**src/rtl/frame_uart_sender.sv**
```systemverilog
// frame_uart_sender: streams a WIDTH x HEIGHT pixel frame, preceded by a sync/size header, to a byte UART.
// Define FRAME_CHECKSUM_EN to append a 16-bit sum of all pixel bytes as a two-byte trailer.
module frame_uart_sender #(
   parameter int         WIDTH     = 640,
   parameter int         HEIGHT    = 480,
   parameter int         CHANNELS  = 3,
   parameter int         CH_BITS   = 8,
   parameter logic [7:0] SYNC_BYTE = 8'hA5
) (
   input  logic                         clk,
   input  logic                         rst_n,
   input  logic                         start,
   input  logic                         abort,
   input  logic [CHANNELS*CH_BITS-1:0]  pix_data,
   input  logic                         pix_valid,
   output logic                         pix_ready,
   output logic [7:0]                   tx_data,
   output logic                         tx_start,
   input  logic                         tx_busy,
   output logic                         busy,
   output logic                         done,
   output logic [15:0]                  x_pos,
   output logic [15:0]                  y_pos
);
   localparam int         PW      = CHANNELS * CH_BITS;
   localparam logic [2:0] IDLE    = 3'd0;
   localparam logic [2:0] HDR     = 3'd1;
   localparam logic [2:0] FETCH   = 3'd2;
   localparam logic [2:0] SEND    = 3'd3;
   localparam logic [2:0] WAIT_HI = 3'd4;
   localparam logic [2:0] WAIT_LO = 3'd5;
   localparam logic [2:0] DONE    = 3'd7;
   localparam logic [1:0] PH_HDR  = 2'd0;
   localparam logic [1:0] PH_PIX  = 2'd1;
   localparam logic [15:0] W16    = 16'(WIDTH);
   localparam logic [15:0] H16    = 16'(HEIGHT);
`ifdef FRAME_CHECKSUM_EN
   localparam logic [2:0] TRAILER = 3'd6;
   localparam logic [1:0] PH_TRL  = 2'd2;
   logic [15:0] sum_q, sum_d;
`endif

   logic [2:0]         state_q, state_d, idx_q, idx_d;
   logic [1:0]         phase_q, phase_d;
   logic [15:0]        x_q, x_d, y_q, y_d;
   logic [PW-1:0]      pix_q, pix_d;
   logic [CH_BITS-1:0] ch;
   logic [7:0]         hdr_byte, pix_byte, byte_out;
   logic               last_ch, last_col, last_pix;

   // The byte on the wire is derived from phase/index, so it is stable from SEND through WAIT_LO.
   assign hdr_byte = idx_q == 3'd0 ? SYNC_BYTE :
                     idx_q == 3'd1 ? W16[15:8] :
                     idx_q == 3'd2 ? W16[7:0]  :
                     idx_q == 3'd3 ? H16[15:8] : H16[7:0];
   assign ch       = pix_q[idx_q*CH_BITS +: CH_BITS];
   assign pix_byte = 8'(ch) << (8 - CH_BITS);
`ifdef FRAME_CHECKSUM_EN
   assign byte_out = phase_q == PH_PIX ? pix_byte :
                     phase_q == PH_TRL ? (idx_q == 3'd0 ? sum_q[15:8] : sum_q[7:0]) : hdr_byte;
`else
   assign byte_out = phase_q == PH_PIX ? pix_byte : hdr_byte;
`endif

   assign last_ch   = idx_q == 3'(CHANNELS - 1);
   assign last_col  = x_q == W16 - 16'd1;
   assign last_pix  = last_col && y_q == H16 - 16'd1;
   assign busy      = state_q != IDLE && state_q != DONE;
   assign done      = state_q == DONE;
   assign pix_ready = state_q == FETCH && !abort;
   assign tx_start  = state_q == SEND && !abort;
   assign tx_data   = (state_q == SEND || state_q == WAIT_HI || state_q == WAIT_LO) ? byte_out : 8'd0;
   assign x_pos     = x_q;
   assign y_pos     = y_q;

   always_comb begin
      state_d = state_q;
      idx_d   = idx_q;
      phase_d = phase_q;
      x_d     = x_q;
      y_d     = y_q;
      pix_d   = pix_q;
`ifdef FRAME_CHECKSUM_EN
      sum_d   = sum_q;
`endif
      if (busy && abort) begin
         state_d = IDLE;
         idx_d   = 3'd0;
         phase_d = PH_HDR;
         x_d     = 16'd0;
         y_d     = 16'd0;
`ifdef FRAME_CHECKSUM_EN
         sum_d   = 16'd0;
`endif
      end else begin
         case (state_q)
            IDLE: if (start && !abort && !tx_busy) begin
               state_d = HDR;
               idx_d   = 3'd0;
               phase_d = PH_HDR;
               x_d     = 16'd0;
               y_d     = 16'd0;
`ifdef FRAME_CHECKSUM_EN
               sum_d   = 16'd0;
`endif
            end
            HDR: state_d = SEND;
            FETCH: if (pix_valid) begin
               pix_d   = pix_data;
               idx_d   = 3'd0;
               phase_d = PH_PIX;
               state_d = SEND;
            end
            SEND: begin
               state_d = WAIT_HI;
`ifdef FRAME_CHECKSUM_EN
               sum_d   = phase_q == PH_PIX ? sum_q + {8'd0, pix_byte} : sum_q;
`endif
            end
            WAIT_HI: if (tx_busy) state_d = WAIT_LO;
            WAIT_LO: if (!tx_busy) begin
               if (phase_q == PH_HDR) begin
                  state_d = idx_q == 3'd4 ? FETCH : HDR;
                  idx_d   = idx_q == 3'd4 ? 3'd0 : idx_q + 3'd1;
               end else if (phase_q == PH_PIX) begin
                  if (!last_ch) begin
                     idx_d   = idx_q + 3'd1;
                     state_d = SEND;
                  end else begin
                     x_d = last_col ? 16'd0 : x_q + 16'd1;
                     y_d = last_pix ? 16'd0 : last_col ? y_q + 16'd1 : y_q;
`ifdef FRAME_CHECKSUM_EN
                     idx_d   = 3'd0;
                     phase_d = last_pix ? PH_TRL : phase_q;
                     state_d = last_pix ? TRAILER : FETCH;
`else
                     state_d = last_pix ? DONE : FETCH;
`endif
                  end
               end else begin
`ifdef FRAME_CHECKSUM_EN
                  state_d = idx_q == 3'd1 ? DONE : TRAILER;
                  idx_d   = idx_q + 3'd1;
`else
                  state_d = DONE;
`endif
               end
            end
`ifdef FRAME_CHECKSUM_EN
            TRAILER: state_d = SEND;
`endif
            DONE: if (!start) state_d = IDLE;
            default: state_d = IDLE;
         endcase
      end
   end

   always_ff @(posedge clk) begin
      if (!rst_n) begin
         state_q <= IDLE;
         idx_q   <= 3'd0;
         phase_q <= PH_HDR;
         x_q     <= 16'd0;
         y_q     <= 16'd0;
         pix_q   <= '0;
`ifdef FRAME_CHECKSUM_EN
         sum_q   <= 16'd0;
`endif
      end else begin
         state_q <= state_d;
         idx_q   <= idx_d;
         phase_q <= phase_d;
         x_q     <= x_d;
         y_q     <= y_d;
         pix_q   <= pix_d;
`ifdef FRAME_CHECKSUM_EN
         sum_q   <= sum_d;
`endif
      end
   end
endmodule
```
**config.mk**
```make
export PLATFORM = sky130hd
export DESIGN_NAME = frame_uart_sender
export DESIGN_NICKNAME = d
export VERILOG_FILES = /design/src/rtl/frame_uart_sender.sv
export SDC_FILE = /design/constraint.sdc
export NUM_CORES = 1
export LEC_CHECK = 0
export ABC_CLOCK_PERIOD_IN_PS = 4500
export CAP_MARGIN = 20
export CORE_UTILIZATION = 40
export DETAILED_ROUTE_END_ITERATION = 8
export PLACE_DENSITY = 0.72
export SYNTH_ARGS = -nofsm -noshare
export SYNTH_HDL_FRONTEND = slang
export SYNTH_SLANG_ARGS = --single-unit
```
**constraint.sdc**
```tcl
create_clock -name clk -period 4.5 [get_ports clk]
set_input_delay 0.45 -clock clk [delete_from_list [all_inputs] [get_ports clk]]
set_output_delay 0.45 -clock clk [all_outputs]
set_load 0.1 [all_outputs]
```
Word-level counts from Yosys, hierarchy flattened
Index checks and enable logic that the tools add are counted.
- shifts and indexed selects: 1
- add/sub/neg operators: 3
- equal/unequal tests: 25
- reduce and logical (&&, ||, !) cells: 25
- multiplexer cells: 42
- bitwise logic cells: 2
- operators with widths (cell ; count):
    $mux W16 ; 12
    $pmux W16 S2 ; 2
    $mux W3 ; 16
    $mux W8 ; 6
    $add A16 B1 Y16 const B ; 2
    $shiftx A24 B7 Y8 ; 1
    $pmux W3 S7 ; 1
    $eq A16 B10 Y1 const B ; 1
    $eq A16 B9 Y1 const B ; 1
    $ne A2 B2 Y1 const B ; 8
    $eq A3 B2 Y1 const B ; 4
    $eq A3 B3 Y1 const B ; 4
    $reduce_and A6 Y1 ; 2
    $pmux W3 S3 ; 1
    $logic_and A1 B1 Y1 ; 7
    $reduce_and A7 Y1 ; 1
    $eq A3 B1 Y1 const B ; 2
    $logic_not A3 Y1 ; 2
    $mux W2 ; 3
    $ne A3 B2 Y1 const B ; 2
    $ne A3 B3 Y1 const B ; 2
    $reduce_and A3 Y1 ; 2
    $reduce_bool A3 Y1 ; 2
    $reduce_and A5 Y1 ; 1
    9 further kinds ; 13
- word-level logic and storage cells: 104
- flip-flop bits (word level): 64
- input port bits: 30

Longest topological paths before layout
Gate-level depths: netlist of run 1.
- word-level depth: 8
- mapped depth: 10
- mapped depth without buffers: 8

Least setup slack after synthesis of run 1
Ideal clock, no wire load.
- kind: register -> output
- start: register state_q[2]
- end: output tx_data[2]
- data arrival time: 5.833 ns
- cell stages (with the launch flop): 5
- path slack: -1.783 ns
- buffers on the path: 1
- path through: dfxtp_1 > clkbuf_1 > nor2b_1 > nor2_1 > a2111oi_0
- word-level cells in the longest chain between the ends: 4
- ends and longest elaborated chain (what ; line ; text):
    start: declaration ; 43 ; logic [2:0] state_q, state_d, idx_q, idx_d;
    start signal: assignment ; 170 ; state_q <= state_d;
    $eq A3 B2 Y1 / $eq A3 B3 Y1 (equally long branches) ; 72 ; assign tx_data = (state_q == SEND || state_q == WAIT_HI || state_q == WAIT_LO) ? byte_out : 8'd0;
    $logic_or A1 B1 Y1 ; 72 ;
    $logic_or A1 B1 Y1 * ; 72 ;
    $mux W8 * ; 72 ;
    end: declaration ; 17 ; output logic [7:0] tx_data,
Every way passes the cells marked *; elsewhere a longest branch is shown, timed or not.

Worst setup path after layout of run 1
- start: register idx_q[0]
- end: output tx_data[5]
- word-level cells in the longest chain between the ends: 7
- ends and longest elaborated chain (what ; line ; text):
    start: declaration ; 43 ;
    start signal: assignment ; 171 ; idx_q <= idx_d;
    $eq A3 B2 Y1 ; 55 ; idx_q == 3'd3 ? H16[15:8] : H16[7:0];
    $mux W8 ; 55 ;
    $mux W8 ; 54 ; idx_q == 3'd2 ? W16[7:0] :
    $mux W8 ; 53 ; idx_q == 3'd1 ? W16[15:8] :
    $mux W8 ; 52 ; assign hdr_byte = idx_q == 3'd0 ? SYNC_BYTE :
    $mux W8 * ; 62 ; assign byte_out = phase_q == PH_PIX ? pix_byte : hdr_byte;
    $mux W8 * ; 72 ;
Marked as above.

==> implementation parameters, run 1 <==
Parameter                              Value

Synth
  Post-synthesis cell area    0.003382 sq mm
  Post-synthesis average cell area    between 7 and 8 sq um
  Sequential fraction of the synthesis area    37.29%
  Synthesized Nets    462
  Largest family of logic cells by synthesized area    simple AND/OR/NAND/NOR gates
  Async S/R FF share, synth    0%
  Area fraction in compound gates after synthesis    between 15 and 20%
  Multiplexer share of the synthesized area    2.664%
  Simple-gate area share of the yosys netlist    29.08%
  Share of the synthesized area in the top cell type    between 30% and 40%
  Distinct cell type count of the synthesized netlist    60
  Post-synthesis instance total    425
  Post-synthesis adder-cell area fraction    under 10%
  Number of flops mapped to enable cells by yosys    0
  Synthesis-stage register bit count    63
  Most numerous cell in the Yosys netlist    sky130_fd_sc_hd__nand2_1
  Top cells by count, synth    sky130_fd_sc_hd__nand2_1 (71), sky130_fd_sc_hd__dfxtp_1 (63), sky130_fd_sc_hd__nor2_1 (61)
  Synth Area in XOR/XNOR    5.956%
  Ranking of synthesized cells by area    sky130_fd_sc_hd__dfxtp_1 (37%), sky130_fd_sc_hd__nand2_1 (7.9%), sky130_fd_sc_hd__nor2_1 (6.8%)
  Synth Warn #    0
  Yosys top cell by area    sky130_fd_sc_hd__dfxtp_1
  Most used DFF post-synth    sky130_fd_sc_hd__dfxtp_1

STA
  WHS    0.4683 ns
  Top achievable clock speed    0.2722 GHz
  Shortest period the worst path allows    between 3 and 4 ns
  Number of hold-slack violations in the final timing report    0
  Share of the clock period used by the worst path after layout    81.64%
  Unrepaired setup endpoints after global routing    false
  Final setup viols    0
  Final worst clock skew    about 0.0082 ns
  Slew Viols, Final    0
  Worst-case headroom to the max-slew limit    34.77%
  Worst-Margin Slew    0.9754 ns
  Total negative setup slack    0 ns

Clocking
  CTS Hold Bufs    0
  Number of buffers created by CTS    9
  CTS tree    done
  Worst-Skew Late Latency    approximately 0.34 ns
  Gates resized, CTS repair    0
  Number of H-tree branching levels    3
  Post-CTS setup repair buffer count    0
  Total number of clock tree sinks    63
  Clk slew on worst S/H paths    0.07 ns
  Number of buffers on the longest clock path    2
  Clk Tree Root Cell    sky130_fd_sc_hd__clkbuf_8

Setup path
  Critical path arrival    around 3.2 ns
  Slack of the worst reg-to-reg path    a little over 2 ns
  Worst endpoint required time    4.05 ns
  Crit Reg-Reg Startpoint    idx_q[1]
  Startpoint of the worst setup timing path    idx_q[0]
  Number of cells on the worst reg-to-reg path    7
  Crit start category    flop
  Critical setup path kind    flop to output pin
  Critical register-to-register path endpoint    y_pos[15]
  Max FO, Critical Path    12
  CP Capture Type    output pin

Drt
  Post-detailed-route count of antenna-violating nets    0
  Total detailed-routing wirelength    8.089 mm
  Per-cell via count in the routed design    5.230
  Routed wirelength normalized by instance count    13.50 um
  Vias    ~3100
  Drt drc    0
  Initial detailed-routing violation count    90
  Iteration count of the initial detailed-routing pass    4

GRT
  Global-route wire length before repair    13.59 mm
  Maximum number of pins on one net before global-route repair    26
  Global-route total usage across every layer    19.38%
  Residual overflow from global routing    0
  Initial antenna violation count    0
  Vias in the first global route    2952

Floorplanning
  Die W    ~94 um
  Number of placed I/O pins    74
  Core area    0.008217 sq mm
  Area of the die    0.008827 sq mm
  Effective utilization at floorplan    41.16%
  Num rows    33
  Die H    approximately 94 um

Run status
  Outcome    finished, final reports clean

Placement
  # port buffers    73
  HPWL Detailed    5.975 mm
  Final weighted congestion in routability-driven placement    0.8537

Power and ir drop
  Net switching component of the power    549.5 uW
  Leakage power    0.001487 uW
  Total power per unit cell area    365.2 mW/mm^2
  Combinational share of power    25.7%
  Sequential group share of total power    around 39%
  Internal power of the cells    1057 uW
  Clock power frac    between 30% and 40%
  IR drop worst, VDD    0.1678 mV
  Switching part of the total power    34.22%

Final layout
  Share of cells above drive strength 1    between 6 and 7%
  Number of fill cells    802
  Area of the multi-input gates    0.001993 sq mm
  Antenna Diode Count    0
  Storage element area    between 0.001 and 0.0015 sq mm
  Area Overhead vs Synth    30.04%
  Number of nets at the end of the flow    526

Min path
  End point of the worst hold path    pix_q[23]
  Path type of the worst min-delay path    flop to flop
  Start point of the worst min-delay path    pix_q[23]
  Hold Path Stages    2

Flow run
  Total of max-cap violations    0
sequential cells by signal (all words and copies together), names as in the netlist:
name,count
x_pos,16
pix_q,24
y_pos,16
phase_q,1
idx_q,3
state_q,3
kinds of logic after synthesis:
kind of cell    Yosys count
compound gates           88
xor+xnor                 23
fa+ha+maj                 7
buf+inv                  32
flops                    63
mux                       9
simple gates            203
routing by layer:
layer  routed length (um)  track usage (%)  up-vias
met3                  337            3.883       13
met5                    0                0        -
li1                     -                -     1615
met2                 3989            33.76       82
met4                  123            7.179        0
met1                 3638            23.38     1423
area by class of cell:
| class | instances | share of cell area [%] |
|---|---|---|
| multi-input cells | 330 | 45.32 |
| flip-flops and latches | 63 | 28.68 |
| repair buffers | 75 | 16.90 |
| clock buffers | 11 | 3.442 |
| well taps | 105 | 2.987 |
| clock inverters | 5 | 1.821 |
| inverters | 10 | 0.8535 |
worst max path at each step:
stage,slack [ns],endpoint
floorplan,0.67,tx_data[1]
global placement,1.22,tx_data[5]
detailed placement,1.21,tx_data[5]
CTS,0.82,tx_data[5]
global route,0.65,tx_data[5]
finish,0.83,tx_data[5]
power groups by stage:
stage | Combinational, uW | Sequential (uW) | Clock [uW]
2_1_floorplan | 331 | 616 | 0
3_3_place_gp | 409 | 637 | 0
3_5_place_dp | 413 | 639 | 0
4_1_cts | 415 | 626 | 575
5_1_grt | 445 | 634 | 601
6_report | 413 | 628 | 565
critical path, stage by stage (launching register included):
cell	delay, ns
sky130_fd_sc_hd__dfxtp_1	0.60
sky130_fd_sc_hd__inv_1	0.24
sky130_fd_sc_hd__ha_1	0.30
sky130_fd_sc_hd__nor2_1	0.11
sky130_fd_sc_hd__nor2_1	0.06
sky130_fd_sc_hd__nor3_1	0.21
sky130_fd_sc_hd__a21oi_1	0.06
sky130_fd_sc_hd__nor2_1	0.14
sky130_fd_sc_hd__clkdlybuf4s50_1	1.16
cell usage in the layout (no fill, tap or decap), drive strengths merged, types with 2 or more instances in the layout:
master,netlist,routed
nand4,9,9
ha,7,7
a21o,2,2
o211ai,4,4
xnor2,9,9
a31oi,4,4
clkinvlp,0,2
clkbuf,15,11
o32ai,2,2
a21boi,24,24
buf,7,3
a22oi,2,2
mux2i,9,9
o21ai,13,13
clkinv,1,2
and4,3,3
and2,4,4
nor3b,3,3
nor2,61,61
or3,5,5
xor2,14,14
a21oi,18,18
nand3,15,15
dfxtp,63,63
inv,9,9
nor4,3,3
a22o,2,2
nand2,71,71
nor3,9,9
and3,11,11
o22a,2,2
o31ai,2,2
nand3b,3,3
clkdlybuf4s50,0,72
bufinv,0,2
per-stage QoR:
| stage | total power (uW) | cell area [sq um] | instances | util [%] | worst slack (ns) |
|---|---|---|---|---|---|
| 2_1_floorplan | 947.0 | 3388 | 425 | - | 0.6742 |
| 3_3_place_gp | 1046 | 4167 | 583 | 50.71 | 1.224 |
| 3_5_place_dp | 1052 | 4167 | 583 | 50.71 | 1.212 |
| 4_1_cts | 1617 | 4398 | 599 | 53.53 | 0.8158 |
| 5_1_grt | 1680 | 4398 | 599 | 53.53 | 0.6452 |
| 6_report | 1606 | 4398 | 599 | 53.53 | 0.8262 |
(Power assumes the default switching activity.)
==> run 2: changes to the inputs <==
Settings changed: ABC_CLOCK_PERIOD_IN_PS 4500 to 3400.
Clock period 4.5 ns to 3.4 ns, I/O delays scaled along.
==> implementation parameters, run 2 (synthesis results as in run 1) <==
Parameter                              Value

Run status
  Outcome    finished, final reports clean (unchanged)

Floorplanning
  Die H    93.95 um (unchanged)
  Number of placed I/O pins    74 (unchanged)
  Area of the die    0.008827 sq mm (unchanged)
  Core area    0.008217 sq mm (unchanged)
  Die W    93.95 um (unchanged)
  Effective utilization at floorplan    41.16% (unchanged)
  Num rows    33 (unchanged)

Min path
  Path type of the worst min-delay path    flop to flop (unchanged)
  End point of the worst hold path    pix_q[10] (was pix_q[23])
  Hold Path Stages    2 (unchanged)
  Start point of the worst min-delay path    pix_q[10] (was pix_q[23])

Final layout
  Share of cells above drive strength 1    8.485% (was 6.478%)
  Number of nets at the end of the flow    527 (was 526)
  Most used cells in the layout excluding fill and tap cells    sky130_fd_sc_hd__nand2_1 (71), sky130_fd_sc_hd__dfxtp_1 (63), sky130_fd_sc_hd__nor2_1 (61), sky130_fd_sc_hd__clkdlybuf4s50_1 (61), sky130_fd_sc_hd__a21boi_0 (24) (was sky130_fd_sc_hd__clkdlybuf4s50_1 (72), sky130_fd_sc_hd__nand2_1 (71), sky130_fd_sc_hd__dfxtp_1 (63), sky130_fd_sc_hd__nor2_1 (61), sky130_fd_sc_hd__a21boi_0 (24))
  Number of fill cells    790 (was 802)
  Register name with the most flops    pix_q (unchanged)
  Antenna Diode Count    0 (unchanged)
  Most common library cell in the layout ignoring fill and taps    sky130_fd_sc_hd__nand2_1 (was sky130_fd_sc_hd__clkdlybuf4s50_1)
  Final non-filler cell area    0.004343 sq mm (was 0.004398 sq mm)
  Max reg flops    24 (unchanged)
  Area Overhead vs Synth    28.41% (was 30.04%)

Drt
  Routed wirelength normalized by instance count    13.64 um (was 13.50 um)
  Total detailed-routing wirelength    8.183 mm (was 8.089 mm)
  Post-Route M1 WL    3.701 mm (was 3.638 mm)
  Vias    3193 (was 3133)
  Routed length on met2    3.919 mm (was 3.989 mm)
  Per-cell via count in the routed design    5.322 (was 5.230)
  Post-detailed-route count of antenna-violating nets    0 (unchanged)
  Iteration count of the initial detailed-routing pass    4 (unchanged)
  Routed length on met3    423 um (was 337 um)
  Initial detailed-routing violation count    145 (was 90)
  Drt drc    0 (unchanged)
  Uppermost routed layer    met4 (unchanged)

Setup path
  Slack of the worst reg-to-reg path    0.47 ns (was 2.03 ns)
  Crit Reg-Reg Startpoint    idx_q[1] (unchanged)
  CP Capture Type    flop (was output pin)
  Worst endpoint required time    3.63 ns (was 4.05 ns)
  Startpoint of the worst setup timing path    idx_q[1] (was idx_q[0])
  Critical path arrival    3.16 ns (was 3.22 ns)
  Max FO, Critical Path    15 (was 12)
  Number of cells on the worst reg-to-reg path    7 (unchanged)
  Crit start category    flop (unchanged)
  Critical setup path kind    flop to flop (was flop to output pin)
  Critical register-to-register path endpoint    y_pos[8] (was y_pos[15])

Power and ir drop
  Total power per unit cell area    464.8 mW/mm^2 (was 365.2 mW/mm^2)
  Leakage power    0.001496 uW (was 0.001487 uW)
  IR drop worst, VDD    0.3127 mV (was 0.1678 mV)

Clocking
  Gates resized, CTS repair    0 (unchanged)
  Number of buffers created by CTS    9 (unchanged)
  Clk Tree Root Cell    sky130_fd_sc_hd__clkbuf_8 (unchanged)
  CTS Hold Bufs    0 (unchanged)
  Number of H-tree branching levels    3 (unchanged)
  Post-CTS setup repair buffer count    0 (unchanged)
  Worst-Skew Late Latency    0.35 ns (was 0.34 ns)
  Total number of clock tree sinks    63 (unchanged)
  CTS tree    done (unchanged)
  Clk slew on worst S/H paths    0.07 ns (about the same)
  Number of buffers on the longest clock path    2 (unchanged)

GRT
  Vias in the first global route    2984 (was 2952)
  Initial antenna violation count    0 (unchanged)
  Maximum number of pins on one net before global-route repair    26 (unchanged)
  Residual overflow from global routing    0 (unchanged)
  Global-route total usage across every layer    20.05% (was 19.38%)
  Global-route wire length before repair    13.72 mm (was 13.59 mm)

STA
  Top achievable clock speed    0.3415 GHz
  Unrepaired setup endpoints after global routing    false (unchanged)
  Worst-Margin Slew    1.031 ns (was 0.9754 ns)
  Worst-case headroom to the max-slew limit    31.27% (was 34.77%)
  Number of hold-slack violations in the final timing report    0 (unchanged)
  Final worst-path setup slack    0.4713 ns (was 0.8262 ns)
  Slew Viols, Final    0 (unchanged)
  Share of the clock period used by the worst path after layout    a little under nine tenths
  Final setup viols    0 (unchanged)
  Shortest period the worst path allows    2.929 ns
  Final worst clock skew    0.007767 ns (was 0.008180 ns)

Placement
  Worst-case setup slack after placement    0.5270 ns (was 1.212 ns)
  # port buffers    73 (unchanged)
  DP Area    0.004151 sq mm (was 0.004167 sq mm)
  HPWL Detailed    6.035 mm (was 5.975 mm)
  Final weighted congestion in routability-driven placement    0.8493 (was 0.8537)

Flow run
  Total of max-cap violations    0 (unchanged)
run 2: metal layers:
| metal | GRT usage, % | vias up |
|---|---|---|
| met5 | 0 | - |
| met4 | 8.590 | 0 |
| met3 | 6.068 | 13 |
| met2 | 34.31 | 99 |
| met1 | 22.99 | 1465 |
| li1 | - | 1616 |
run 2: worst max-delay path by stage:
stage,to
2_1_floorplan,tx_data[2]
3_3_place_gp,y_pos[8]
3_5_place_dp,y_pos[8]
4_1_cts,y_pos[8]
5_1_grt,y_pos[8]
6_report,y_pos[8]
run 2: stage by stage:
stage	total power (uW)	hold slack, ns	instances	TNS (ns)	util [%]
finish	2019	0.4634	600	0	52.86
global route	2116	0.4851	600	0	52.86
CTS	2032	0.4659	600	0	52.86
detailed placement	1383	0.4565	584	0	50.53
global placement	1376	0.4508	584	0	50.53
floorplan	1254	0.4428	425	-0.03244	-
run 2: layout make-up:
cell class	instances	area (sq um)	area share, %
clock buffer	13	148.9	3.428
sequential	63	1261	29.04
inverter	10	37.54	0.8643
multi-input combinational	330	1998	46.01
clock inverter	3	42.54	0.9795
tap	105	131.4	3.025
timing repair buffer	76	723.2	16.65
run 2: worst max-delay path, stage by stage, from the launching register on:
cell,delay (ns)
sky130_fd_sc_hd__dfxtp_1,0.70
sky130_fd_sc_hd__ha_1,0.32
sky130_fd_sc_hd__nand3b_1,0.16
sky130_fd_sc_hd__o2bb2ai_1,0.87
sky130_fd_sc_hd__and3_1,0.41
sky130_fd_sc_hd__nand4_1,0.14
sky130_fd_sc_hd__xor2_1,0.17
sky130_fd_sc_hd__nor2_1,0.05
run 2: report_power, final:
part | switching [uW] | internal [uW] | total (uW)
clock | 293 | 358 | 652
combinational | 363 | 172 | 535
sequential | 65.2 | 766 | 832
